==> config.mk <==
export PLATFORM = sky130hd
export DESIGN_NAME = spi_ram_arbiter_flat
export DESIGN_NICKNAME = d
export VERILOG_FILES = /design/src/rtl/spi_ram_pkg.sv /design/src/rtl/spi_ram_arbiter_if.sv /design/src/rtl/spi_cmd_decoder.sv /design/src/rtl/spi_ram_arbiter.sv /design/src/flat_wrapper.sv
export SDC_FILE = /design/constraint.sdc
export NUM_CORES = 1
export LEC_CHECK = 0
export BUFFER_PORTS_ARGS = -buffer_cell sky130_fd_sc_hd__buf_2
export CORE_UTILIZATION = 41
export DETAILED_ROUTE_END_ITERATION = 8
export PLACE_DENSITY_LB_ADDON = 0.15
export SYNTH_ARGS = -nofsm -noshare
export SYNTH_HDL_FRONTEND = slang
export SYNTH_HIERARCHICAL = 1
export SYNTH_SLANG_ARGS = --single-unit
==> constraint.sdc <==
create_clock -name SCK -period 1.31 [get_ports SCK]
set_input_delay 0 -clock SCK [delete_from_list [all_inputs] [get_ports SCK]]
set_output_delay 0 -clock SCK [all_outputs]
set_load 0.01 [all_outputs]
==> src/rtl/spi_ram_pkg.sv <==
// Shared types for the SPI-to-RAM bridge: SPI command word layout and arbiter states.
package spi_ram_pkg;

  localparam int unsigned RX_W      = 10;
  localparam int unsigned PAYLOAD_W = 8;

  typedef enum logic [1:0] {
    WR_ADDR = 2'b00,
    WR_DATA = 2'b01,
    RD_ADDR = 2'b10,
    RD_DATA = 2'b11
  } spi_cmd_e;

  typedef enum logic [1:0] {
    IDLE    = 2'd0,
    SPI_RD  = 2'd1,
    HOST_RD = 2'd2
  } arb_state_e;

  typedef struct packed {
    spi_cmd_e               cmd;
    logic [PAYLOAD_W-1:0]   payload;
  } spi_word_t;

  // Data commands have cmd[0] set; cmd[1] selects the read side.
  function automatic logic is_data_cmd(input spi_cmd_e cmd);
    return cmd[0];
  endfunction

  function automatic logic is_read_cmd(input spi_cmd_e cmd);
    return cmd[1];
  endfunction

endpackage

==> src/rtl/spi_ram_arbiter_if.sv <==
// Host request/grant port sharing the RAM with the SPI path.
interface spi_ram_arbiter_if #(
  parameter int unsigned ADDR_WIDTH = 8,
  parameter int unsigned DATA_WIDTH = 8
) ();

  logic                  host_req;
  logic                  host_we;
  logic [ADDR_WIDTH-1:0] host_addr;
  logic [DATA_WIDTH-1:0] host_wdata;
  logic                  host_gnt;
  logic [DATA_WIDTH-1:0] host_rdata;
  logic                  host_rvalid;

  modport master (
    output host_req, host_we, host_addr, host_wdata,
    input  host_gnt, host_rdata, host_rvalid
  );

  modport slave (
    input  host_req, host_we, host_addr, host_wdata,
    output host_gnt, host_rdata, host_rvalid
  );

endinterface

==> src/rtl/spi_cmd_decoder.sv <==
// Decodes SPI command words: keeps the write/read address registers and their
// valid flags, and raises a same-cycle RAM request for accepted data commands.
module spi_cmd_decoder
  import spi_ram_pkg::*;
#(
  parameter int unsigned ADDR_WIDTH = 8,
  parameter int unsigned DATA_WIDTH = 8,
  parameter int unsigned AUTO_INC   = 0
) (
  input  logic                  clk,
  input  logic                  rst_n,
  input  logic [RX_W-1:0]       rx_data,
  input  logic                  rx_valid,
  output logic                  spi_req,
  output logic                  spi_we,
  output logic [ADDR_WIDTH-1:0] spi_addr,
  output logic [DATA_WIDTH-1:0] spi_wdata,
  output logic                  cmd_err
);

  spi_word_t             word;
  logic [ADDR_WIDTH-1:0] wr_addr;
  logic [ADDR_WIDTH-1:0] rd_addr;
  logic                  wr_av;
  logic                  rd_av;
  logic                  addr_ok;

  assign word    = spi_word_t'(rx_data);
  assign addr_ok = is_read_cmd(word.cmd) ? rd_av : wr_av;

  // Data commands without a loaded address are dropped and flagged.
  always_comb begin
    spi_req   = 1'b0;
    spi_we    = 1'b0;
    spi_addr  = '0;
    spi_wdata = '0;
    cmd_err   = 1'b0;
    if (rx_valid && is_data_cmd(word.cmd)) begin
      if (addr_ok) begin
        spi_req = 1'b1;
        if (is_read_cmd(word.cmd)) begin
          spi_addr = rd_addr;
        end else begin
          spi_we    = 1'b1;
          spi_addr  = wr_addr;
          spi_wdata = DATA_WIDTH'(word.payload);
        end
      end else begin
        cmd_err = 1'b1;
      end
    end
  end

  always_ff @(posedge clk or negedge rst_n) begin
    if (!rst_n) begin
      wr_addr <= '0;
      rd_addr <= '0;
      wr_av   <= 1'b0;
      rd_av   <= 1'b0;
    end else if (rx_valid) begin
      case (word.cmd)
        WR_ADDR: begin
          wr_addr <= ADDR_WIDTH'(word.payload);
          wr_av   <= 1'b1;
        end
        RD_ADDR: begin
          rd_addr <= ADDR_WIDTH'(word.payload);
          rd_av   <= 1'b1;
        end
        WR_DATA: if (wr_av && AUTO_INC != 0) wr_addr <= wr_addr + ADDR_WIDTH'(1);
        RD_DATA: if (rd_av && AUTO_INC != 0) rd_addr <= rd_addr + ADDR_WIDTH'(1);
      endcase
    end
  end

endmodule

==> src/rtl/spi_ram_arbiter.sv <==
// Shares a single-port RAM between the SPI command path (fixed priority) and a
// host req/gnt port; returns SPI read data on tx_data and host data on host_rdata.
module spi_ram_arbiter
  import spi_ram_pkg::*;
#(
  parameter int unsigned ADDR_WIDTH = 8,
  parameter int unsigned DATA_WIDTH = 8,
  parameter int unsigned AUTO_INC   = 0
) (
  input  logic                  SCK,
  input  logic                  rst_n,
  input  logic [RX_W-1:0]       rx_data,
  input  logic                  rx_valid,
  output logic [DATA_WIDTH-1:0] tx_data,
  output logic                  tx_valid,
  spi_ram_arbiter_if.slave      host,
  output logic                  ram_en,
  output logic                  ram_we,
  output logic [ADDR_WIDTH-1:0] ram_addr,
  output logic [DATA_WIDTH-1:0] ram_wdata,
  input  logic [DATA_WIDTH-1:0] ram_rdata,
  output logic                  cmd_err
);

  logic                  spi_req;
  logic                  spi_we;
  logic [ADDR_WIDTH-1:0] spi_addr;
  logic [DATA_WIDTH-1:0] spi_wdata;
  logic                  gnt;
  arb_state_e            state;
  logic [DATA_WIDTH-1:0] tx_hold;

  spi_cmd_decoder #(
    .ADDR_WIDTH (ADDR_WIDTH),
    .DATA_WIDTH (DATA_WIDTH),
    .AUTO_INC   (AUTO_INC)
  ) u_dec (
    .clk       (SCK),
    .rst_n     (rst_n),
    .rx_data   (rx_data),
    .rx_valid  (rx_valid),
    .spi_req   (spi_req),
    .spi_we    (spi_we),
    .spi_addr  (spi_addr),
    .spi_wdata (spi_wdata),
    .cmd_err   (cmd_err)
  );

  // SPI data commands win; the host gets the RAM in any other cycle it asks.
  always_comb begin
    ram_en    = 1'b0;
    ram_we    = 1'b0;
    ram_addr  = '0;
    ram_wdata = '0;
    gnt       = 1'b0;
    if (spi_req) begin
      ram_en    = 1'b1;
      ram_we    = spi_we;
      ram_addr  = spi_addr;
      ram_wdata = spi_wdata;
    end else if (host.host_req) begin
      ram_en    = 1'b1;
      ram_we    = host.host_we;
      ram_addr  = host.host_addr;
      ram_wdata = host.host_we ? host.host_wdata : '0;
      gnt       = 1'b1;
    end
  end

  // Read states mark the cycle in which ram_rdata belongs to the previous reader.
  always_ff @(posedge SCK or negedge rst_n) begin
    if (!rst_n) begin
      state   <= IDLE;
      tx_hold <= '0;
    end else begin
      if (state == SPI_RD) tx_hold <= ram_rdata;
      if (spi_req && !spi_we) begin
        state <= SPI_RD;
      end else if (gnt && !host.host_we) begin
        state <= HOST_RD;
      end else begin
        state <= IDLE;
      end
    end
  end

  assign tx_valid         = (state == SPI_RD);
  assign tx_data          = tx_valid ? ram_rdata : tx_hold;
  assign host.host_gnt    = gnt;
  assign host.host_rvalid = (state == HOST_RD);
  assign host.host_rdata  = (state == HOST_RD) ? ram_rdata : '0;

endmodule
==> src/flat_wrapper.sv <==
// flat-port wrapper written by rule: the top's interface ports become plain ports
module spi_ram_arbiter_flat import spi_ram_pkg::*;
#(
  parameter int unsigned ADDR_WIDTH = 8,
  parameter int unsigned DATA_WIDTH = 8,
  parameter int unsigned AUTO_INC   = 0
)
  (SCK, rst_n, rx_data, rx_valid, tx_data, tx_valid, ram_en, ram_we, ram_addr, ram_wdata, ram_rdata, cmd_err, host_host_req, host_host_we, host_host_addr, host_host_wdata, host_host_gnt, host_host_rdata, host_host_rvalid);
  spi_ram_arbiter_if #(.ADDR_WIDTH(ADDR_WIDTH), .DATA_WIDTH(DATA_WIDTH)) host_i ();
  input  logic SCK;
  input  logic rst_n;
  input  logic [RX_W-1:0] rx_data;
  input  logic rx_valid;
  output logic [DATA_WIDTH-1:0] tx_data;
  output logic tx_valid;
  output logic ram_en;
  output logic ram_we;
  output logic [ADDR_WIDTH-1:0] ram_addr;
  output logic [DATA_WIDTH-1:0] ram_wdata;
  input  logic [DATA_WIDTH-1:0] ram_rdata;
  output logic cmd_err;
  input wire logic [$bits(host_i.host_req)-1:0] host_host_req;
  input wire logic [$bits(host_i.host_we)-1:0] host_host_we;
  input wire logic [$bits(host_i.host_addr)-1:0] host_host_addr;
  input wire logic [$bits(host_i.host_wdata)-1:0] host_host_wdata;
  output wire logic [$bits(host_i.host_gnt)-1:0] host_host_gnt;
  output wire logic [$bits(host_i.host_rdata)-1:0] host_host_rdata;
  output wire logic [$bits(host_i.host_rvalid)-1:0] host_host_rvalid;
  assign host_i.host_req = host_host_req;
  assign host_i.host_we = host_host_we;
  assign host_i.host_addr = host_host_addr;
  assign host_i.host_wdata = host_host_wdata;
  assign host_host_gnt = host_i.host_gnt;
  assign host_host_rdata = host_i.host_rdata;
  assign host_host_rvalid = host_i.host_rvalid;
  spi_ram_arbiter #(.ADDR_WIDTH(ADDR_WIDTH), .DATA_WIDTH(DATA_WIDTH), .AUTO_INC(AUTO_INC)) u_core (.SCK(SCK), .rst_n(rst_n), .rx_data(rx_data), .rx_valid(rx_valid), .tx_data(tx_data), .tx_valid(tx_valid), .host(host_i), .ram_en(ram_en), .ram_we(ram_we), .ram_addr(ram_addr), .ram_wdata(ram_wdata), .ram_rdata(ram_rdata), .cmd_err(cmd_err));
endmodule
==> out/summary.txt, run 1 <==
Root Driver = clkbuf_8
worst skew pair latency = 0.26 ns
core area = 3720 sq um
Adder-Cell Fraction of Synth Area = 0
Setup CP Type = reg -> out
max cap viols = 0
RSZ-0062 raised after global routing = true
pin count of the biggest net entering global routing = 29
Fillers = 317
simple-gate share of the synthesized area = 0.211
crit path to = ram_en
synth unique cells = 25
first-pass GRT wire length = 6.40 mm
Clock Path Buffers = 2
Initial Util = 0.432
Hold Path Stages = 2
clk sinks = 28
Detail Route Antenna Nets = 0
TritonCTS clock tree = built
Nets = 276
area grow syn2layout = 42.5%
Syn Nets = 185
number of antenna diodes = 0
Setup crit start kind = register
reg-to-reg critical path endpoint = u_core/state[1]
Int Pwr = 1.69 mW
Power per Cell Area = 1010 nW/um^2
per-cell routed wire length = 13.7 um
ys async rst share = 1.00
status = finished with violations
RePlAce Congestion = 0.795
Tmin final = 1.51 ns
Worst EP arrival = 1.51 ns
Ys Warns = 6
Worst VDD drop = 879 uV
EDFF count, synth = 0
part of the power in registers = 0.470
Clock Skews = 0.00201 ns
io pins = 77
Max-Slew Margin vs Limit = 0.591
Worst Path Required = 1.31 ns
# DRC = 0
depth of the CTS H-tree = 1
Synth Area in XOR/XNOR = 0
Site Rows = 22
First DRT Iteration DRCs = 28
Reg2Reg Setup Slack = 0.14 ns
I/O Buffers = 76
P_sw = 0.630 mW
switch share = 0.271
Clock power frac = 0.190
Max Slew Vio Count = 0
final setup fails = 28
Mapped Cells = 146
first-pass detailed-route iteration total = 4
Die Wd = 64.6 um
final setup margin = -0.203 ns
P_leak = 1.14 nW
Slew @ Worst Pin = 0.614 ns
post-synthesis sequential area ratio = 0.436
beginning of the critical path = u_core/u_dec/wr_av
post-route cell area = 2290 sq um
Placed Cells = 268
clock-pin slew on the worst setup and hold paths = 0.09 ns
Inserted Clock Buffers = 3
multiplexer share of the synthesized area = 0.243
initial antenna violation count = 0
Synth Flop Type = dfrtp_1
DIE AREA = 4170 sq um
Peak Freq = 661 MHz
final cell count without fillers = 283
Vias = 1,436
Post-Route Utilization = 0.616
Post-DP Area = 2050 sq um
r2r worst-path depth = 5
worst hold-check path type = in -> reg
combinational power share = 0.340
endpoints failing hold = 0
Tot GR Track Use = 0.197
vias in the first global route = 1,424
largest family of logic cells by synthesized area = multiplexers
CP Capture Type = output port
syn_area_per_cell = 11.0 sq um
R2R Path Start = u_core/u_dec/wr_av
synthesized flop and latch total = 28
area fraction in compound gates after synthesis = 0.0693
final wirelength = 3.89 mm
Crit Path Max Fanout = 24
synthesized area = 1610 sq um
fin crit share = 1.15
failing checks = setup timing
share of cells above drive strength 1 = 0.532
Die H = 64.6 um
detailed placement HPWL = 2.90 mm
vias per std cell = 5.07
GRT overflow = 0
power groups by stage:
stage	logic (mW)	clock network, mW	registers [mW]
2_1_floorplan	0.429	0	1.08
3_3_place_gp	0.651	0	1.10
3_5_place_dp	0.668	0	1.10
4_1_cts	0.790	0.466	1.09
5_1_grt	0.859	0.487	1.11
6_report	0.789	0.442	1.09
synth_stat cells, types with 2 or more instances:
cell | n | share of area
nor2b_1 | 3 | 0.012
mux2_2 | 16 | 0.11
o21ai_0 | 10 | 0.031
mux2i_1 | 9 | 0.056
dfrtp_1 | 28 | 0.44
buf_4 | 2 | 0.0093
nand3_1 | 8 | 0.025
or2_2 | 2 | 0.0078
nor3_1 | 8 | 0.025
and2_1 | 16 | 0.062
a22o_1 | 7 | 0.038
mux2_4 | 8 | 0.075
buf_2 | 3 | 0.0093
buf_6 | 2 | 0.014
nand2_1 | 13 | 0.030
clkbuf_1 | 2 | 0.0047
worst max-delay path, cell delays in order (launching register included):
cell     delay [ns]
dfrtp_1        0.43
mux2i_4        0.17
nor2_2         0.08
buf_6          0.16
or2_2          0.27
buf_2          0.14
how the worst min path moves through the flow:
stage | start | to | slack [ns]
4_1_cts | rx_data[0] | u_core/u_dec/rd_addr[0] | 0.003
5_1_grt | ram_rdata[5] | u_core/tx_hold[5] | 0.0009
6_report | rx_data[2] | u_core/u_dec/wr_addr[2] | 0.006
3_3_place_gp | rst_n | u_core/tx_hold[4] | 0.04
3_5_place_dp | rst_n | u_core/tx_hold[1] | 0.05
2_1_floorplan | rst_n | u_core/state[0] | -0.30
cell type report:
| type | count | area [sq um] | share of cell area |
|---|---|---|---|
| repair buffers | 96 | 623 | 0.272 |
| flip-flops and latches | 28 | 701 | 0.306 |
| multi-input cells | 108 | 865 | 0.378 |
| clock buffers | 3 | 41.3 | 0.0180 |
| well taps | 48 | 60.1 | 0.0262 |
metrics by stage:
stage / worst slack [ns] / power, mW / TNS [ns] / hold slack (ns)
2_1_floorplan: 0.0585 / 1.51 / 0 / -0.296
3_3_place_gp: 0.0831 / 1.75 / 0 / 0.0372
3_5_place_dp: 0.0442 / 1.77 / 0 / 0.0499
4_1_cts: -0.209 / 2.35 / -3.67 / 0.00255
5_1_grt: -0.274 / 2.46 / -5.74 / 0.000915
6_report: -0.203 / 2.32 / -3.58 / 0.00609
cells by family after synthesis:
logic type / after synthesis
simple gates: 58
mux: 33
compound gates: 17
buf+inv: 10
flops: 28
per-layer routing:
metal,global-route usage,vias to the layer above,share of wire
li1,-,691,-
met1,0.213,698,0.38
met2,0.396,43,0.57
met3,0.0352,4,0.038
met4,0.0333,0,0.0085
met5,0,-,0
state kept, by name (all words and copies together) (netlist names):
name                  cells
u_core/u_dec/wr_addr      8
u_core/u_dec/rd_addr      8
u_core/u_dec/wr_av        1
u_core/u_dec/rd_av        1
u_core/tx_hold            8
u_core/state              2
timing repair:
| item | in CTS | in global routing |
|---|---|---|
| hold buffers | 9 | 0 |
| endpoints found under the hold margin | 38 | 0 |
| pin swaps | 2 | 0 |
| endpoints found under the setup margin | 28 | 28 |
| gates cloned | 0 | 1 |
| setup buffers | 2 | 0 |
| resized for setup | 12 | 4 |
cell usage in the layout, fill, tap and decap left out, drive strengths merged, types with 2 or more instances in the layout:
cell	netlist	routed
a22o	7	7
and2	16	16
buf	7	87
clkbuf	3	3
dfrtp	28	28
dlygate4sd3	0	9
mux2	24	24
mux2i	9	9
nand2	13	13
nand3	8	8
nor2b	4	4
nor3	8	8
o21ai	10	10
or2	2	2
Power figures use the tool's default switching activity.
==> run 2, diff against run 1 <==
- CORE_ASPECT_RATIO: unset -> 0.9
- CORE_UTILIZATION: 41 -> 35
- PLACE_DENSITY: unset -> 0.66
- PLACE_DENSITY_LB_ADDON: 0.15 -> unset
==> out/summary.txt, run 2 (synthesized netlist as in run 1, its figures left out) <==
status = finished with violations
failing checks = setup timing
core area = 4240 sq um (+14%)
depth of the CTS H-tree = 1 (unchanged)
R2R Path Start = u_core/u_dec/wr_av
Max-Slew Margin vs Limit = 0.577 (-0.0141)
final setup margin = -0.228 ns (-0.0253 ns)
first-pass GRT wire length = 6.96 mm (+8.7%)
clock-pin slew on the worst setup and hold paths = 0.09 ns (about the same)
initial antenna violation count = 0 (unchanged)
Worst VDD drop = 524 uV (-40%)
P_leak = 1.19 nW (+4.2%)
first-pass detailed-route iteration total = 4 (unchanged)
slowest stage delay, CP = 0.42 ns (about the same)
Tot GR Track Use = 0.190 (-0.00745)
Initial Util = 0.379 (-0.0533)
WP depth = 5 (unchanged)
Post-DP Area = 2090 sq um (+1.7%)
Tot Pwr = 2.38 mW (+2.3%)
final wirelength = 4.29 mm (+10%)
Detail Route Antenna Nets = 0 (unchanged)
commonest non-fill, non-tap cell in the layout = buf_2
I/O Buffers = 76 (unchanged)
RePlAce Congestion = 0.750 (-5.7%)
DIE AREA = 4870 sq um (+17%)
worst hold-check path type = in -> reg
worst-path cell with the longest stage delay = dfrtp_1
WP buf/inv = 2 (unchanged)
vias in the first global route = 1,432 (+0.56%)
Placed Cells = 281 (+4.9%)
combinational power share = 0.350 (+0.010)
Hold Path Stages = 2 (unchanged)
worst skew pair latency = 0.27 ns (about the same)
Worst Path Required = 1.31 ns (about the same)
GRT overflow = 0 (unchanged)
P_sw = 0.658 mW (+4.5%)
switch share = 0.277 (+0.00570)
fin crit share = 1.17 (+0.0193)
Site Rows = 22 (unchanged)
Root Driver = clkbuf_8
Clock Skews = 0.00348 ns (+0.00147 ns)
Vias = 1,453 (+1.2%)
cell family with most CP delay = flip-flops
TritonCTS clock tree = built
setup TNS = -3.88 ns (-0.307 ns)
endpoints failing hold = 0 (unchanged)
part of the power in registers = 0.458 (-0.012)
clk sinks = 28 (unchanged)
Max Slew Vio Count = 0 (unchanged)
Regs by FF count = u_core/tx_hold (8), u_core/u_dec/rd_addr (8), u_core/u_dec/wr_addr (8)
io pins = 77 (unchanged)
First DRT Iteration DRCs = 59 (+110%)
post-route cell area = 2420 sq um (+5.7%)
Slew @ Worst Pin = 0.635 ns (+0.0212 ns)
Int Pwr = 1.72 mW (+1.5%)
final setup fails = 28 (unchanged)
CP Capture Type = output port
detailed placement HPWL = 2.98 mm (+2.7%)
vias per std cell = 4.80 (-5.5%)
Post-Route Utilization = 0.571 (-0.0453)
number of antenna diodes = 0 (unchanged)
dpl ws = -0.0126 ns (-0.0568 ns)
# DRC = 0 (unchanged)
per-cell routed wire length = 14.2 um (+3.1%)
leading cell types in the layout, fill and taps excluded = 67 x buf_2, 28 x dfrtp_1, 17 x dlygate4sd3_1, 16 x mux2_2, 15 x and2_1
Clock Path Buffers = 2 (unchanged)
Tmin final = 1.54 ns (+0.0253 ns)
Peak Freq = 650 MHz (-1.6%)
Crit Path Max Fanout = 4 (-83%)
r2r worst-path depth = 5 (unchanged)
area grow syn2layout = 50.6%
Inserted Clock Buffers = 3 (unchanged)
Setup CP Type = reg -> out
Die Wd = 73.4 um (+14%)
Reg2Reg Setup Slack = 0.12 ns (-0.02 ns)
RSZ-0062 raised after global routing = true
Die H = 66.3 um (+2.6%)
Fillers = 392 (+24%)
pin count of the biggest net entering global routing = 29 (unchanged)
max cap viols = 0 (unchanged)
Power per Cell Area = 983 nW/um^2 (-3.2%)
share of cells above drive strength 1 = 0.514 (-0.0175)
Setup crit start kind = register
crit path to = ram_en
Clock power frac = 0.191 (about the same)
reg-to-reg critical path endpoint = u_core/state[1]
Hold WS = 0.0403 ns (+0.0342 ns)
beginning of the critical path = u_core/u_dec/wr_av
Worst EP arrival = 1.54 ns (+0.03 ns)
final cell count without fillers = 303 (+7.1%)
crit-path cells = mux2i_4 -> nor2_4 -> buf_4 -> or2_2 -> buf_6
Nets = 284 (+2.9%)
==> run 2: how the worst min path moves through the flow <==
stage                 startpoint           endpoint  slack, ns
global route        host_host_we    u_core/state[1]       0.04
detailed placement         rst_n  u_core/tx_hold[5]       0.05
floorplan                  rst_n    u_core/state[0]      -0.30
global placement           rst_n  u_core/tx_hold[5]       0.05
CTS                 host_host_we    u_core/state[1]       0.03
finish              host_host_we    u_core/state[1]       0.04
==> run 2: area by class of cell <==
class	instances	area, sq um	area share
multi-input cells	109	885	0.366
flip-flops and latches	28	701	0.290
clock buffers	3	41.3	0.0171
well taps	60	75.1	0.0310
repair buffers	103	718	0.297
==> run 2: power by group through the flow <==
stage | sequential, mW | clock, mW | combinational (mW)
after floorplan | 1.08 | 0 | 0.429
after global placement | 1.10 | 0 | 0.665
after detailed placement | 1.11 | 0 | 0.675
after CTS | 1.09 | 0.480 | 0.823
after global routing | 1.11 | 0.514 | 0.894
final | 1.09 | 0.455 | 0.833
==> run 2: per-layer routing <==
layer	wire (um)	global-route usage	vias to the layer above
li1	-	-	710
met1	2010	0.256	706
met3	110	0.0320	4
met4	36	0.0481	0
met5	0	0	-
met2	2130	0.315	33
==> run 2: what timing repair did <==
action,in CTS,in global routing
endpoints found under the hold margin,52,0
resized for setup,20,7
cloned,0,1
hold buffers,17,0
setup endpoints to repair,28,30
pin swaps,4,4
setup buffers,1,0
==> run 3, diff against run 2 <==
- CORE_MARGIN: unset -> 2
==> out/summary.txt, run 3 (synthesized netlist as in run 1, its figures left out) <==
first-pass detailed-route iteration total = 4 (unchanged)
failing checks = setup timing
final setup margin = -0.202 ns (+0.0256 ns)
fin crit share = 1.15 (-0.0195)
Peak Freq = 661 MHz (+1.7%)
share of cells above drive strength 1 = 0.527 (+0.0123)
clk sinks = 28 (unchanged)
GRT overflow = 0 (unchanged)
worst skew pair latency = 0.26 ns (about the same)
final setup fails = 28 (unchanged)
number of antenna diodes = 0 (unchanged)
depth of the CTS H-tree = 1 (unchanged)
CP Capture Type = output port
status = finished with violations
per-cell routed wire length = 13.6 um (-3.6%)
Slew @ Worst Pin = 0.641 ns (+0.00635 ns)
RSZ-0062 raised after global routing = true
endpoints failing hold = 0 (unchanged)
leading cell types in the layout, fill and taps excluded = 67 x buf_2, 28 x dfrtp_1, 17 x dlygate4sd3_1, 16 x mux2_2, 15 x and2_1
Setup CP Type = reg -> out
part of the power in registers = 0.460 (+0.002)
Worst EP arrival = 1.51 ns (-0.03 ns)
Initial Util = 0.363 (-0.0165)
dpl ws = 0.0591 ns (+0.0717 ns)
Worst VDD drop = 387 uV (-26%)
Vias = 1,467 (+0.96%)
vias per std cell = 4.81 (+0.30%)
Post-Route Utilization = 0.542 (-0.0285)
Clock Skews = 0.000572 ns (-0.00291 ns)
Placed Cells = 283 (+0.71%)
P_leak = 1.18 nW (-0.80%)
Nets = 284 (unchanged)
Int Pwr = 1.72 mW (-0.24%)
P_sw = 0.645 mW (-2.0%)
Max Slew Vio Count = 0 (unchanged)
first-pass GRT wire length = 6.36 mm (-8.5%)
Max-Slew Margin vs Limit = 0.573 (-0.00423)
switch share = 0.273 (-0.00354)
worst hold-check path type = in -> reg
initial antenna violation count = 0 (unchanged)
Regs by FF count = u_core/tx_hold (8), u_core/u_dec/rd_addr (8), u_core/u_dec/wr_addr (8)
area grow syn2layout = 49.6%
Die H = 68.3 um (+3.0%)
Root Driver = clkbuf_8
Fillers = 407 (+3.8%)
final cell count without fillers = 305 (+0.66%)
commonest non-fill, non-tap cell in the layout = buf_2
detailed placement HPWL = 2.93 mm (-1.7%)
Clock Path Buffers = 2 (unchanged)
vias in the first global route = 1,411 (-1.5%)
max cap viols = 0 (unchanged)
Crit Path Max Fanout = 9 (+5)
RePlAce Congestion = 0.707 (-5.7%)
Setup crit start kind = register
Tmin final = 1.51 ns (-0.0256 ns)
Detail Route Antenna Nets = 0 (unchanged)
# DRC = 0 (unchanged)
DIE AREA = 5150 sq um (+5.8%)
pin count of the biggest net entering global routing = 29 (unchanged)
core area = 4430 sq um (+4.5%)
Clock power frac = 0.190 (about the same)
combinational power share = 0.350 (about the same)
TritonCTS clock tree = built
Die Wd = 75.4 um (+2.7%)
Site Rows = 23 (+4.5%)
I/O Buffers = 76 (unchanged)
Inserted Clock Buffers = 3 (unchanged)
Tot GR Track Use = 0.164 (-0.0254)
clock-pin slew on the worst setup and hold paths = 0.09 ns (about the same)
Power per Cell Area = 982 nW/um^2 (about the same)
io pins = 77 (unchanged)
First DRT Iteration DRCs = 13 (-78%)
setup TNS = -3.74 ns (+0.145 ns)
Worst Path Required = 1.31 ns (about the same)
final wirelength = 4.16 mm (-3.0%)
## run 3: area by class of cell
type	instances	area, sq um	area share
Clock buffer	3	41.3	0.0172
Sequential cell	28	701	0.292
Tap cell	62	77.6	0.0323
Multi-Input combinational cell	108	875	0.364
Timing Repair Buffer	104	709	0.295
## run 3: final timing paths
check                                    from  slack (ns)  depth (start not counted)                      end
setup reg to reg           u_core/u_dec/wr_av        0.15                          5          u_core/state[1]
max in group asynchronous               rst_n        0.59                          2  u_core/u_dec/rd_addr[2]
setup / recovery           u_core/u_dec/wr_av       -0.20                          5              ram_addr[7]
hold / removal                   host_host_we        0.06                          2          u_core/state[1]
min in group asynchronous               rst_n        0.30                          2        u_core/tx_hold[3]
hold reg to reg             u_core/tx_hold[4]        0.50                          1        u_core/tx_hold[4]
## run 3: metal layers
layer  wire [um]  GRT usage  up-vias  share of wire
li1            -          -      702              -
met1        1800      0.189      700           0.43
met2        2070      0.313       63           0.50
met3         285     0.0309        2          0.068
met4           8     0.0373        0         0.0019
met5           0          0        -              0
## run 3: metrics by stage
step                      cell area (sq um)  power, mW  hold slack [ns]
after CTS                              2360       2.37         0.000570
after global routing                   2400       2.51           0.0491
after detailed placement               2080       1.78           0.0567
after global placement                 2080       1.76           0.0503
after floorplan                        1620       1.51           -0.296
final                                  2400       2.36           0.0560
## run 3: worst max-delay path, cell delays in order, from the launching register on
cell	delay, ns
dfrtp_1	0.42
mux2i_4	0.17
buf_4	0.21
nor3_1	0.08
a22o_1	0.23
buf_2	0.13
## run 3: power groups by stage
stage,registers [mW],clock network (mW),logic [mW]
6_report,1.09,0.449,0.826
5_1_grt,1.10,0.507,0.901
4_1_cts,1.08,0.477,0.812
3_5_place_dp,1.10,0,0.674
3_3_place_gp,1.10,0,0.664
2_1_floorplan,1.08,0,0.429
## run 3: repair_timing
| item | CTS | global route |
|---|---|---|
| hold endpoints to repair | 48 | 1 |
| setup buffers | 1 | 1 |
| hold buffers | 16 | 1 |
| endpoints found under the setup margin | 28 | 28 |
| resized for setup | 18 | 7 |
| pin swaps | 4 | 2 |
